--- src/rtl/hcp_tx_pkg.sv ---
// Shared definitions for the HCP network transmit read stage.
// Holds default timing/length constants, the descriptor field layout
// ({ts[18:0], len[10:0]}), the byte offsets that carry the ingress
// timestamp, and the read-stage state encoding.
package hcp_tx_pkg;

  localparam int IFG_CYCLES = 20;  // 8 preamble/SFD + 12 IFG
  localparam int MIN_LEN    = 60;
  localparam int LEN_W      = 11;

  // Descriptor field layout
  localparam int TS_MSB  = 29;
  localparam int TS_LSB  = 11;
  localparam int LEN_MSB = 10;
  localparam int TS_W    = TS_MSB - TS_LSB + 1;

  // Frame byte positions overwritten with the timestamp
  localparam int STAMP_B0 = 3;
  localparam int STAMP_B1 = 4;
  localparam int STAMP_B2 = 5;

  typedef enum logic [1:0] {
    ST_IDLE = 2'd0,
    ST_SEND = 2'd1,
    ST_GAP  = 2'd2
  } state_t;

endpackage

--- src/rtl/network_tx_input_hcp.sv ---
// Read stage of the HCP network transmit path.
// Pops one descriptor per frame, streams the frame bytes out of a showahead
// data FIFO one per cycle, stamps the 19-bit ingress timestamp into bytes
// 3..5, zero-pads frames shorter than MIN_LEN and holds off the next frame
// for IFG_CYCLES so the downstream stage has room for preamble/SFD.
//
// Ports:
//   i_clk, i_rst_n   clock, asynchronous active-low reset
//   iv_desc          showahead descriptor {ts[18:0], len[10:0]}
//   i_desc_empty     descriptor FIFO empty
//   o_desc_rd        descriptor pop (combinational, 1-cycle pulse)
//   iv_fifo_data     showahead frame byte
//   i_fifo_empty     data FIFO empty
//   o_fifo_rd        data FIFO pop (combinational)
//   ov_data          {marker, byte}; marker set on first and last byte
//   o_data_wr        ov_data valid, continuous across a frame
//   o_underrun       sticky: data FIFO was empty when a byte was required
module network_tx_input_hcp #(
  parameter int IFG_CYCLES = hcp_tx_pkg::IFG_CYCLES,
  parameter int MIN_LEN    = hcp_tx_pkg::MIN_LEN,
  parameter int LEN_W      = hcp_tx_pkg::LEN_W
) (
  input  logic        i_clk,
  input  logic        i_rst_n,
  input  logic [29:0] iv_desc,
  input  logic        i_desc_empty,
  output logic        o_desc_rd,
  input  logic [7:0]  iv_fifo_data,
  input  logic        i_fifo_empty,
  output logic        o_fifo_rd,
  output logic [8:0]  ov_data,
  output logic        o_data_wr,
  output logic        o_underrun
);
  import hcp_tx_pkg::*;

  localparam int GAP_W = $clog2(IFG_CYCLES + 1);
  localparam logic [LEN_W-1:0] C_MIN_LEN = LEN_W'(MIN_LEN);
  localparam logic [LEN_W-1:0] C_B0      = LEN_W'(STAMP_B0);
  localparam logic [LEN_W-1:0] C_B1      = LEN_W'(STAMP_B1);
  localparam logic [LEN_W-1:0] C_B2      = LEN_W'(STAMP_B2);
  localparam logic [GAP_W-1:0] C_GAP_END = GAP_W'(IFG_CYCLES - 1);

  state_t           r_state;
  logic [LEN_W-1:0] r_len;
  logic [LEN_W-1:0] r_cnt;
  logic [TS_W-1:0]  r_ts;
  logic [GAP_W-1:0] r_gap;

  logic [LEN_W-1:0] w_desc_len;
  logic [TS_W-1:0]  w_desc_ts;
  logic [LEN_W-1:0] w_eff_len;
  logic             w_gap_ok;
  logic             w_need_rd;
  logic             w_under;
  logic             w_first;
  logic             w_last;
  logic [7:0]       w_byte;

  // Byte for the current position: FIFO data, timestamp overlay, or zero
  // for padding and for underrun (a missing FIFO byte is never stalled on).
  function automatic logic [7:0] sel_byte(
    input logic [LEN_W-1:0] cnt,
    input logic [TS_W-1:0]  ts,
    input logic [7:0]       fifo_b,
    input logic             need_rd,
    input logic             empty
  );
    logic [7:0] b;
    b = 8'h00;
    if (need_rd && !empty) begin
      if (cnt == C_B0)      b = {5'b0, ts[18:16]};
      else if (cnt == C_B1) b = ts[15:8];
      else if (cnt == C_B2) b = ts[7:0];
      else                  b = fifo_b;
    end
    return b;
  endfunction

  assign w_desc_len = iv_desc[LEN_MSB:0];
  assign w_desc_ts  = iv_desc[TS_MSB:TS_LSB];
  assign w_eff_len  = (r_len < C_MIN_LEN) ? C_MIN_LEN : r_len;
  assign w_gap_ok   = (r_gap >= C_GAP_END);

  assign o_desc_rd  = (r_state == ST_IDLE) && !i_desc_empty && w_gap_ok;
  assign w_need_rd  = (r_state == ST_SEND) && (r_cnt < r_len);
  assign o_fifo_rd  = w_need_rd && !i_fifo_empty;
  assign w_under    = w_need_rd && i_fifo_empty;
  assign w_first    = (r_cnt == '0);
  assign w_last     = (r_cnt == w_eff_len - LEN_W'(1));
  assign w_byte     = sel_byte(r_cnt, r_ts, iv_fifo_data, w_need_rd, i_fifo_empty);

  // Control FSM with registered output stage; the byte selected in SEND
  // appears on ov_data one cycle later.
  always_ff @(posedge i_clk or negedge i_rst_n) begin
    if (!i_rst_n) begin
      r_state    <= ST_GAP;
      r_gap      <= GAP_W'(IFG_CYCLES);
      r_len      <= '0;
      r_cnt      <= '0;
      r_ts       <= '0;
      ov_data    <= '0;
      o_data_wr  <= 1'b0;
      o_underrun <= 1'b0;
    end else begin
      case (r_state)
        ST_IDLE: begin
          o_data_wr <= 1'b0;
          // A zero-length descriptor is dropped without leaving IDLE.
          if (o_desc_rd && (w_desc_len != '0)) begin
            r_len   <= w_desc_len;
            r_ts    <= w_desc_ts;
            r_cnt   <= '0;
            r_state <= ST_SEND;
          end
        end
        ST_SEND: begin
          o_data_wr <= 1'b1;
          ov_data   <= {(w_first || w_last), w_byte};
          if (w_under) o_underrun <= 1'b1;
          if (w_last) begin
            r_gap   <= '0;
            r_state <= ST_GAP;
          end else begin
            r_cnt <= r_cnt + LEN_W'(1);
          end
        end
        ST_GAP: begin
          o_data_wr <= 1'b0;
          if (w_gap_ok) r_state <= ST_IDLE;
          else          r_gap   <= r_gap + GAP_W'(1);
        end
        default: begin
          o_data_wr <= 1'b0;
          r_state   <= ST_GAP;
        end
      endcase
    end
  end

endmodule

--- config.mk ---
export PLATFORM = sky130hd
export DESIGN_NAME = network_tx_input_hcp
export DESIGN_NICKNAME = d
export VERILOG_FILES = /design/src/rtl/hcp_tx_pkg.sv /design/src/rtl/network_tx_input_hcp.sv
export SDC_FILE = /design/constraint.sdc
export NUM_CORES = 1
export LEC_CHECK = 0
export CAP_MARGIN = 30
export CORE_AREA = 3 3 119 64
export DETAILED_ROUTE_END_ITERATION = 8
export DIE_AREA = 0 0 122 67
export PLACE_DENSITY = 0.76
export SETUP_SLACK_MARGIN = 0.2
export SYNTH_ARGS = -nofsm -noshare
export SYNTH_HDL_FRONTEND = slang
export SYNTH_SLANG_ARGS = --single-unit
--- constraint.sdc ---
create_clock -name i_clk -period 4.8 [get_ports i_clk]
set_input_delay 0.48 -clock i_clk [delete_from_list [all_inputs] [get_ports i_clk]]
set_output_delay 0.48 -clock i_clk [all_outputs]
set_load 0.02 [all_outputs]
# Word level (Yosys, flattened, before mapping)
# Cells that the tools add are included.
word_totals:
  register_bits: 59
  in_bits: 42
  output_inout_bits: 13
  wordCells: 60
classes:
  addsub: 3
  magnitude_cmp: 3
  n_eq_ne: 11
  n_mux: 16
  n_reduce_logical: 19
ops:
  columns: ["operator", "n"]
  rows:
  - ["$mux W11", 3]
  - ["$mux W8", 4]
  - ["$eq A11 B3 Y1 const B", 2]
  - ["$pmux W11 S2", 1]
  - ["$add A11 B1 Y11 const B", 1]
  - ["$eq A11 B11 Y1", 1]
  - ["$eq A11 B2 Y1 const B", 1]
  - ["$logic_not A11 Y1", 1]
  - ["$lt A11 B11 Y1", 1]
  - ["$lt A11 B6 Y1 const B", 1]
  - ["$reduce_bool A11 Y1", 1]
  - ["$sub A11 B1 Y11 const B", 1]
  - ["$mux W5", 2]
  - ["$pmux W5 S2", 1]
  - ["$reduce_and A3 Y1", 3]
  - ["$ne A2 B2 Y1 const B", 4]
  - ["$logic_and A1 B1 Y1", 6]
  - ["$mux W2", 3]
  - ["$pmux W2 S3", 1]
  - ["$add A5 B1 Y5 const B", 1]
  - ["$ge A5 B5 Y1 const B", 1]
  - ["$reduce_and A2 Y1", 2]
  - ["$reduce_bool A2 Y1", 2]
  - ["$eq A2 B1 Y1 const B", 1]
  - ["6 further kinds", 7]

# Depth between registers and ports, before layout
# Gate-level depths: netlist of run 1.
logic_depth:
  depth_word: 6
  mapped_depth: 15
  ltp_nobuf: 12

# Worst setup path before layout of run 1
# Ideal clock, no wire load.
synth_timing:
  kind: "register to register"
  startpoint: "register r_len[6]"
  endpoint: "register r_cnt[1]"
  setup_ps: 118
  t_arrival_ps: 3320
  required_time_ps: 4682
  setup_slack_ps: 1362
  stages_incl_launch_ff: 16
  n_path_buf: 3
  synth_period_minus_slack_ps: 3438
  cell_sequence: "dfrtp_1 -> clkbuf_2 -> nor4_1 -> and2_1 -> buf_2 -> nand2_1 -> nand2_1 -> ha_1 -> inv_1 -> a2111o_1 -> or4_1 -> a21oi_1 -> nand4_1 -> buf_6 -> a32o_1 -> a21o_1"
synth_via:
  elab_chain_len: 6
synth_lines:
  columns: ["element", "line_no", "source"]
  rows:
  - ["start: declaration", "network_tx_input_hcp.sv:45", "logic [LEN_W-1:0] r_len;"]
  - ["start signal: assignment", "network_tx_input_hcp.sv:111", "r_len <= w_desc_len;"]
  - ["$lt A11 B6 Y1", "network_tx_input_hcp.sv:82", "assign w_eff_len = (r_len < C_MIN_LEN) ? C_MIN_LEN : r_len;"]
  - ["$mux W11 (*)", "network_tx_input_hcp.sv:82", null]
  - ["$sub A11 B1 Y11 (*)", "network_tx_input_hcp.sv:90", "assign w_last = (r_cnt == w_eff_len - LEN_W'(1));"]
  - ["$eq A11 B11 Y1 (*)", "network_tx_input_hcp.sv:90", null]
  - ["$ne A2 B2 Y1 (no line) (*)", null, null]
  - ["$reduce_and A3 Y1 (no line) (*)", null, null]
  - ["end signal: assignment", "network_tx_input_hcp.sv:125", "r_cnt <= r_cnt + LEN_W'(1);"]
  - ["end: declaration", "network_tx_input_hcp.sv:46", "logic [LEN_W-1:0] r_cnt;"]
# Mark *: on every way between the ends. The rest lies on a longest branch, timed or not.
# A chain may end at the register's enable or synchronous reset.

# Worst setup path in the final report of run 1
layout_timing:
  startpoint: "register r_len[5]"
  endpoint: "output o_fifo_rd"
layout_via:
  elab_chain_len: 3
layout_lines:
  columns: ["element", "line_no", "source"]
  rows:
  - ["$lt A11 B11 Y1", "network_tx_input_hcp.sv:86", "assign w_need_rd = (r_state == ST_SEND) && (r_cnt < r_len);"]
  - ["$logic_and A1 B1 Y1", "network_tx_input_hcp.sv:86", null]
  - ["$logic_and A1 B1 Y1", "network_tx_input_hcp.sv:87", "assign o_fifo_rd = w_need_rd && !i_fifo_empty;"]
  - ["end: declaration", "network_tx_input_hcp.sv:30", "output logic o_fifo_rd,"]
# No other way between the ends.

==> flow_summary.toml, run 1 <==
[sta]
finalSetupViolCount = 0
report.final.slew_viol_count = 0
finalCritPeriodShare_pct = 84.7
hold_viol_final = 0
min_period_ns = 4.07
worst_pin_slew_ns = 0.831
fin_tns_setup_ns = 0
fin_worst_skew_ns = 0.00766
grt_setup_unrepaired = "false"
max_freq_mhz = 246
max_slew_margin_pct = 44.1

[power_and_ir_drop]
p_total_uw = 1990
power.density_nw_per_um2 = 464
p_leak_uw = 0.00205
ir_worst_vdd_v = 0.000264

[grt]
antenna_found_initial = 0
grt_max_degree = 60
grt-busiest-layer = "met2"
overflow = 0
grt_pass1_vias = 3034
track_usage_pct = 23.4
use_met2_pct = 39.8
use_met1_pct = 29.5
use_met3_pct = 4.33
grt_first_pass_wirelength_um = 14600

[worst_setup_path]
slowest_delay_ns = 0.62
crit_family = "compound AO/OA/AOI/OAI gates"
critPathMaxFanout = 10
path_cells = "inv_1 > ha_1 > a21o_1 > a2111oi_0 > o211ai_1 > a21oi_1 > nand2b_1 > and2_1 > clkdlybuf4s50_1"
reg2reg_depth = 12
critical-path-slowest-cell = "a2111oi_0"
reg2reg_from = "r_len[6]$_DFFE_PN0P_"
crit_required_ns = 4.32
path_class = "flop to output pin"
cp_data_arrival_time_ns = 3.59
critPathBufInv = 2
worstSetupStartpointType = "flop"
r2r-end = "r_gap[0]$_DFFE_PN0P_"
end_kind = "output pin"
rrSetupSlack_ns = 0.82

[floorplanning]
die-height_um = 67
start_util_pct = 51.8
rows = 21
io_pins = 55
core_um2 = 6600
die_w_um = 122
die-area_um2 = 8170

[clock_network]
postCtsSetupBuffers = 0
cts_tree = "done"
cts_buffers = 9
h-tree-depth = 3
clockBufferDepth = 2
root_buffer = "clkbuf_16"
clock_latency_ns = 0.33
clk_pin_slew_ns = 0.05
cts.sinks = 59

[finish]
nFillCells = 544
fin_cells = 527
area_growth_pct = 25.6
nets = 487
regArea_um2 = 1480
drive_above_1_share_pct = 5.98
n_antenna_cell = 0
utilization_pct = 65.1
final_area_um2 = 4290
multi_input_area_um2 = 1800

[drt]
vias_per_cell = 5.75
vias = 3030
wl_per_cell_um = 16.8
drt-initial-drc-count = 283
routed_wl_um = 8860
dr.pass1.iters = 4
drc = 0
drtAntennaViolNets = 0

[run_status]
status = "completed"

[placement]
placed_area_um2 = 4020
routabilityCongestion = 0.988
dp_hpwl_um = 6360
io_buffers = 54
placed_cells = 511

[synth]
synthesis.nets = 437
synth_cells = 380
synth_cell_type_count = 52
synth_area_um2 = 3420
syn_area_per_cell_um2 = 9.00
ys_warn_count = 0
synth_edf_count = 0
ys.flop_type = "dfrtp_1"
async_flop_share_pct = 100
yosysSeqAreaShare_pct = 43.3
synth.ff_latch_count = 59

[flow_run]
drv_cap = 0

[min_path]
min_path_type = "input port to asynchronous set/reset pin"
## registers in the layout, summed over array words and instances (netlist names)
| signal | flops |
|---|---|
| r_state | 2 |
| r_gap | 5 |
| r_ts | 19 |
| ov_data | 9 |
| r_len | 11 |
| o_data_wr | 1 |
| o_underrun | 1 |
| r_cnt | 11 |
## layout by cell type, fill, tap and decap left out, types with 2 or more instances in the layout
master            n
nor2b_1           3
a211o_1           3
nand4_1          12
buf_4             3
and3_1            4
dfstp_2           3
or3_1             2
xnor2_1           6
or4_1             3
a21oi_1          14
inv_1            16
o21ai_0          19
nor4_1            4
nor2_1           18
a211oi_1          4
nor3b_1           3
ha_1             15
nor3_1            8
and2_1            5
a32o_1           10
nand2_1          85
nand2b_1          9
clkinv_2          2
xor2_1            3
a21o_1            8
mux2i_1          16
nand3_1           8
dfrtp_1          56
and4_1            2
o31ai_1           2
clkdlybuf4s50_1  53
clkbuf_16         9
clkbuf_1          2
o211ai_1          2
## routing by layer
layer  up-vias  part of all wire, %
li1       1456                    -
met1      1486                   46
met2        72                   48
met3        16                  4.0
met4         0                  1.8
met5         -                    0
## synth_stat cells, types with 6 or more instances
| cell | n | area (µm²) |
|---|---|---|
| nand4_1 | 12 | 75.1 |
| nand2b_1 | 9 | 56.3 |
| clkbuf_1 | 13 | 48.8 |
| dfrtp_1 | 56 | 1400 |
| mux2i_1 | 16 | 160 |
| nand3_1 | 8 | 40.0 |
| a21oi_1 | 14 | 70.1 |
| nor2_1 | 18 | 67.6 |
| xnor2_1 | 6 | 52.6 |
| nand2_1 | 85 | 319 |
| inv_1 | 16 | 60.1 |
| o21ai_0 | 19 | 95.1 |
| a21o_1 | 8 | 60.1 |
| nor3_1 | 8 | 40.0 |
| a32o_1 | 10 | 100 |
| ha_1 | 15 | 188 |
## cell families after synthesis
family / count (synthesis) / share of synthesized area [%]
xor+xnor: 10 / 2.96
fa+ha+maj: 15 / 5.49
simple gates: 171 / 23.9
buf+inv: 35 / 4.35
flops: 59 / 43.3
compound gates: 74 / 15.3
mux: 16 / 4.68
## worst max path at each step
stage / to / startpoint / depth (start not counted) / slack, ns
after floorplan: r_cnt[1]$_DFFE_PN0P_ / r_len[6]$_DFFE_PN0P_ / 15 / 1.36
after global placement: r_cnt[1]$_DFFE_PN0P_ / r_len[6]$_DFFE_PN0P_ / 12 / 0.87
after detailed placement: r_gap[0]$_DFFE_PN0P_ / r_len[6]$_DFFE_PN0P_ / 12 / 0.66
after CTS: r_cnt[1]$_DFFE_PN0P_ / r_len[6]$_DFFE_PN0P_ / 12 / 0.65
after global routing: r_gap[0]$_DFFE_PN0P_ / r_len[6]$_DFFE_PN0P_ / 12 / 0.44
final: o_fifo_rd / r_len[5]$_DFFE_PN0P_ / 9 / 0.73
## layout make-up
cell class	instances	share of cell area [%]
well taps	92	2.68
clock buffers	12	5.74
clock inverters	4	0.612
inverters	17	1.49
flip-flops and latches	59	34.5
repair buffers	57	13.0
multi-input cells	286	42.0
## power breakdown
group / switching, µW / total (µW) / internal (µW)
Combinational: 320 / 633 / 313
Clock: 223 / 585 / 362
Sequential: 169 / 776 / 607
Total: 712 / 1990 / 1280
## per-stage QoR
| step | setup WS, ns | hold WS, ns |
|---|---|---|
| 2_1_floorplan | 1.36 | 0.184 |
| 3_3_place_gp | 0.867 | 0.456 |
| 3_5_place_dp | 0.658 | 0.462 |
| 4_1_cts | 0.653 | 0.334 |
| 5_1_grt | 0.436 | 0.360 |
| 6_report | 0.734 | 0.302 |
## worst register-to-register path: cells and delay by family (launching register included)
kind                     cells  cell delay (ns)
AND/OR/NAND/NOR              7             2.36
adder cells (fa/ha/maj)      1             0.21
AO/OA/AOI/OAI                3             0.76
flip-flops                   1             0.47
buffers and inverters        1             0.05
## repair_timing
action                                 4_1_cts  5_1_grt
endpoints found under the hold margin        0        0
resized for setup                            0        1
setup endpoints to repair                    0        2
hold buffers                                 0        0
(Power assumes the default switching activity.)
==> run 2: changes to the inputs <==
clock period = 4 ns   (was 4.8 ns; I/O delays follow)
==> run 2 against run 1 <==
  * Critical path depth unchanged
  * Clock skew decreased by 0.0035 ns
  * First-iteration DRC count decreased by 14%
  * Sequential cell count unchanged
  * Core utilization increased by 0.61 points
  * Clock-buffer cell count unchanged
  * Critical path type unchanged
==> flow_summary.toml, run 2 (synthesis results as in run 1) <==
[run_status]
status = "completed"

[floorplanning]
core_um2 = 6600
die-height_um = 67
die_w_um = 122
io_pins = 55
die-area_um2 = 8170
start_util_pct = 51.8
rows = 21

[clock_network]
postCtsSetupBuffers = 0
cts_buffers = 9
clockBufferDepth = 2
root_buffer = "clkbuf_16"
cts.sinks = 59
ctsResizeCount = 0
clk_pin_slew_ns = 0.05
h-tree-depth = 3
cts_tree = "done"
clock_latency_ns = 0.34
holdBufCountCts = 0

[finish]
nFillCells = 525
drive_above_1_share_pct = 7.06
reg.largest.list = "r_ts x19, r_cnt x11, r_len x11"
layout_commonest_cell = "nand2_1"
regArea_um2 = 1480
nets = 491
final_area_um2 = 4330
multi_input_area_um2 = 1810
n_antenna_cell = 0
area_growth_pct = 26.7
final_cell_mix = "85 x nand2_1, 56 x dfrtp_1, 53 x clkdlybuf4s50_1"
largest_reg_flops = 19
top_register = "r_ts"

[worst_setup_path]
critical-path-slowest-cell = "clkdlybuf4s50_1"
crit_family = "compound AO/OA/AOI/OAI gates"
critPathBufInv = 2
slowest_delay_ns = 0.60
path_class = "flop to output pin"
critPathMaxFanout = 6
cp_data_arrival_time_ns = 3.22
end_kind = "output pin"
worstSetupStartpointType = "flop"
path_cells = "inv_1 > ha_1 > a21o_1 > a2111oi_1 > o211ai_1 > a21oi_1 > nand2b_1 > and2_1 > clkdlybuf4s50_1"
crit_required_ns = 3.60

[placement]
dp_hpwl_um = 6680
routabilityCongestion = 0.961
placed_area_um2 = 4050
io_buffers = 54

[grt]
overflow = 0
antenna_found_initial = 0
grt_pass1_vias = 3147
grt_max_degree = 33
grt_first_pass_wirelength_um = 15200
track_usage_pct = 24.4

[power_and_ir_drop]
ir_worst_vdd_v = 0.000303
p_total_uw = 2430
p_leak_uw = 0.00207
power.density_nw_per_um2 = 560

[sta]
worst_pin_slew_ns = 0.758
max_slew_margin_pct = 49.4
finalSetupViolCount = 0
grt_setup_unrepaired = "false"
finalCritPeriodShare_pct = 90.6
fin_worst_skew_ns = 0.00413
min_period_ns = 3.62
max_freq_mhz = 276
hold_viol_final = 0
report.final.slew_viol_count = 0
fin_tns_setup_ns = 0

[drt]
dr.pass1.iters = 6
drt-initial-drc-count = 244
routed_wl_um = 9240
drtAntennaViolNets = 0
vias_per_cell = 5.85
drc = 0
wl_per_cell_um = 17.4
vias = 3105

[flow_run]
drv_cap = 0

[min_path]
min_path_type = "input port to asynchronous set/reset pin"
## run 2: cell count changes in the layout (fill, tap and decap cells not counted)
cell | before | now
clkinv_4 | 1 | 0
a2111oi_1 | 0 | 1
clkbuf_8 | 1 | 2
a2111oi_0 | 1 | 0
clkbuf_1 | 2 | 1
buf_4 | 3 | 7
clkinvlp_4 | 1 | 2
## run 2: final timing paths
path | from | end | slack [ns] | depth (start not counted)
setup / recovery | r_len[5]$_DFFE_PN0P_ | o_fifo_rd | 0.38 | 9
hold / removal | i_rst_n | r_len[1]$_DFFE_PN0P_ | 0.13 | 1
max in group asynchronous | i_rst_n | r_ts[16]$_DFFE_PN0P_ | 3.01 | 2
setup reg to reg | r_len[6]$_DFFE_PN0P_ | r_cnt[5]$_DFFE_PN0P_ | 0.56 | 13
hold reg to reg | r_ts[3]$_DFFE_PN0P_ | r_ts[3]$_DFFE_PN0P_ | 0.47 | 2
min in group i_clk | r_ts[3]$_DFFE_PN0P_ | r_ts[3]$_DFFE_PN0P_ | 0.47 | 2
## run 2: final cells by class
type / instances / area share, %
clock buffer: 12 / 5.92
clock inverter: 4 / 0.577
inverter: 17 / 1.47
multi-input combinational: 286 / 41.7
sequential: 59 / 34.2
tap: 92 / 2.66
timing repair buffer: 61 / 13.6
## run 2: report_power, final
| group | leakage (µW) | internal, µW | total, µW | switching [µW] |
|---|---|---|---|---|
| logic | 0.00122 | 385 | 778 | 393 |
| clock network | 0.000135 | 450 | 719 | 269 |
| registers | 0.000718 | 729 | 930 | 202 |
## run 2: stage by stage
step / worst slack [ns] / hold WS, ns / utilization, % / std cells
3_5_place_dp: 0.394 / 0.463 / 61.3 / 515
4_1_cts: 0.305 / 0.139 / 65.6 / 531
3_3_place_gp: 0.592 / 0.457 / 61.3 / 515
5_1_grt: 0.224 / 0.177 / 65.7 / 531
2_1_floorplan: 0.562 / 0.104 / - / 380
6_report: 0.376 / 0.127 / 65.7 / 531
## run 2: routing by layer
| metal | wire length, µm | up-vias | global-route usage [%] |
|---|---|---|---|
| met3 | 506 | 25 | 6.11 |
| li1 | - | 1465 | - |
| met2 | 4620 | 108 | 41.8 |
| met5 | 0 | - | 0 |
| met4 | 235 | 0 | 11.9 |
| met1 | 3880 | 1507 | 29.1 |
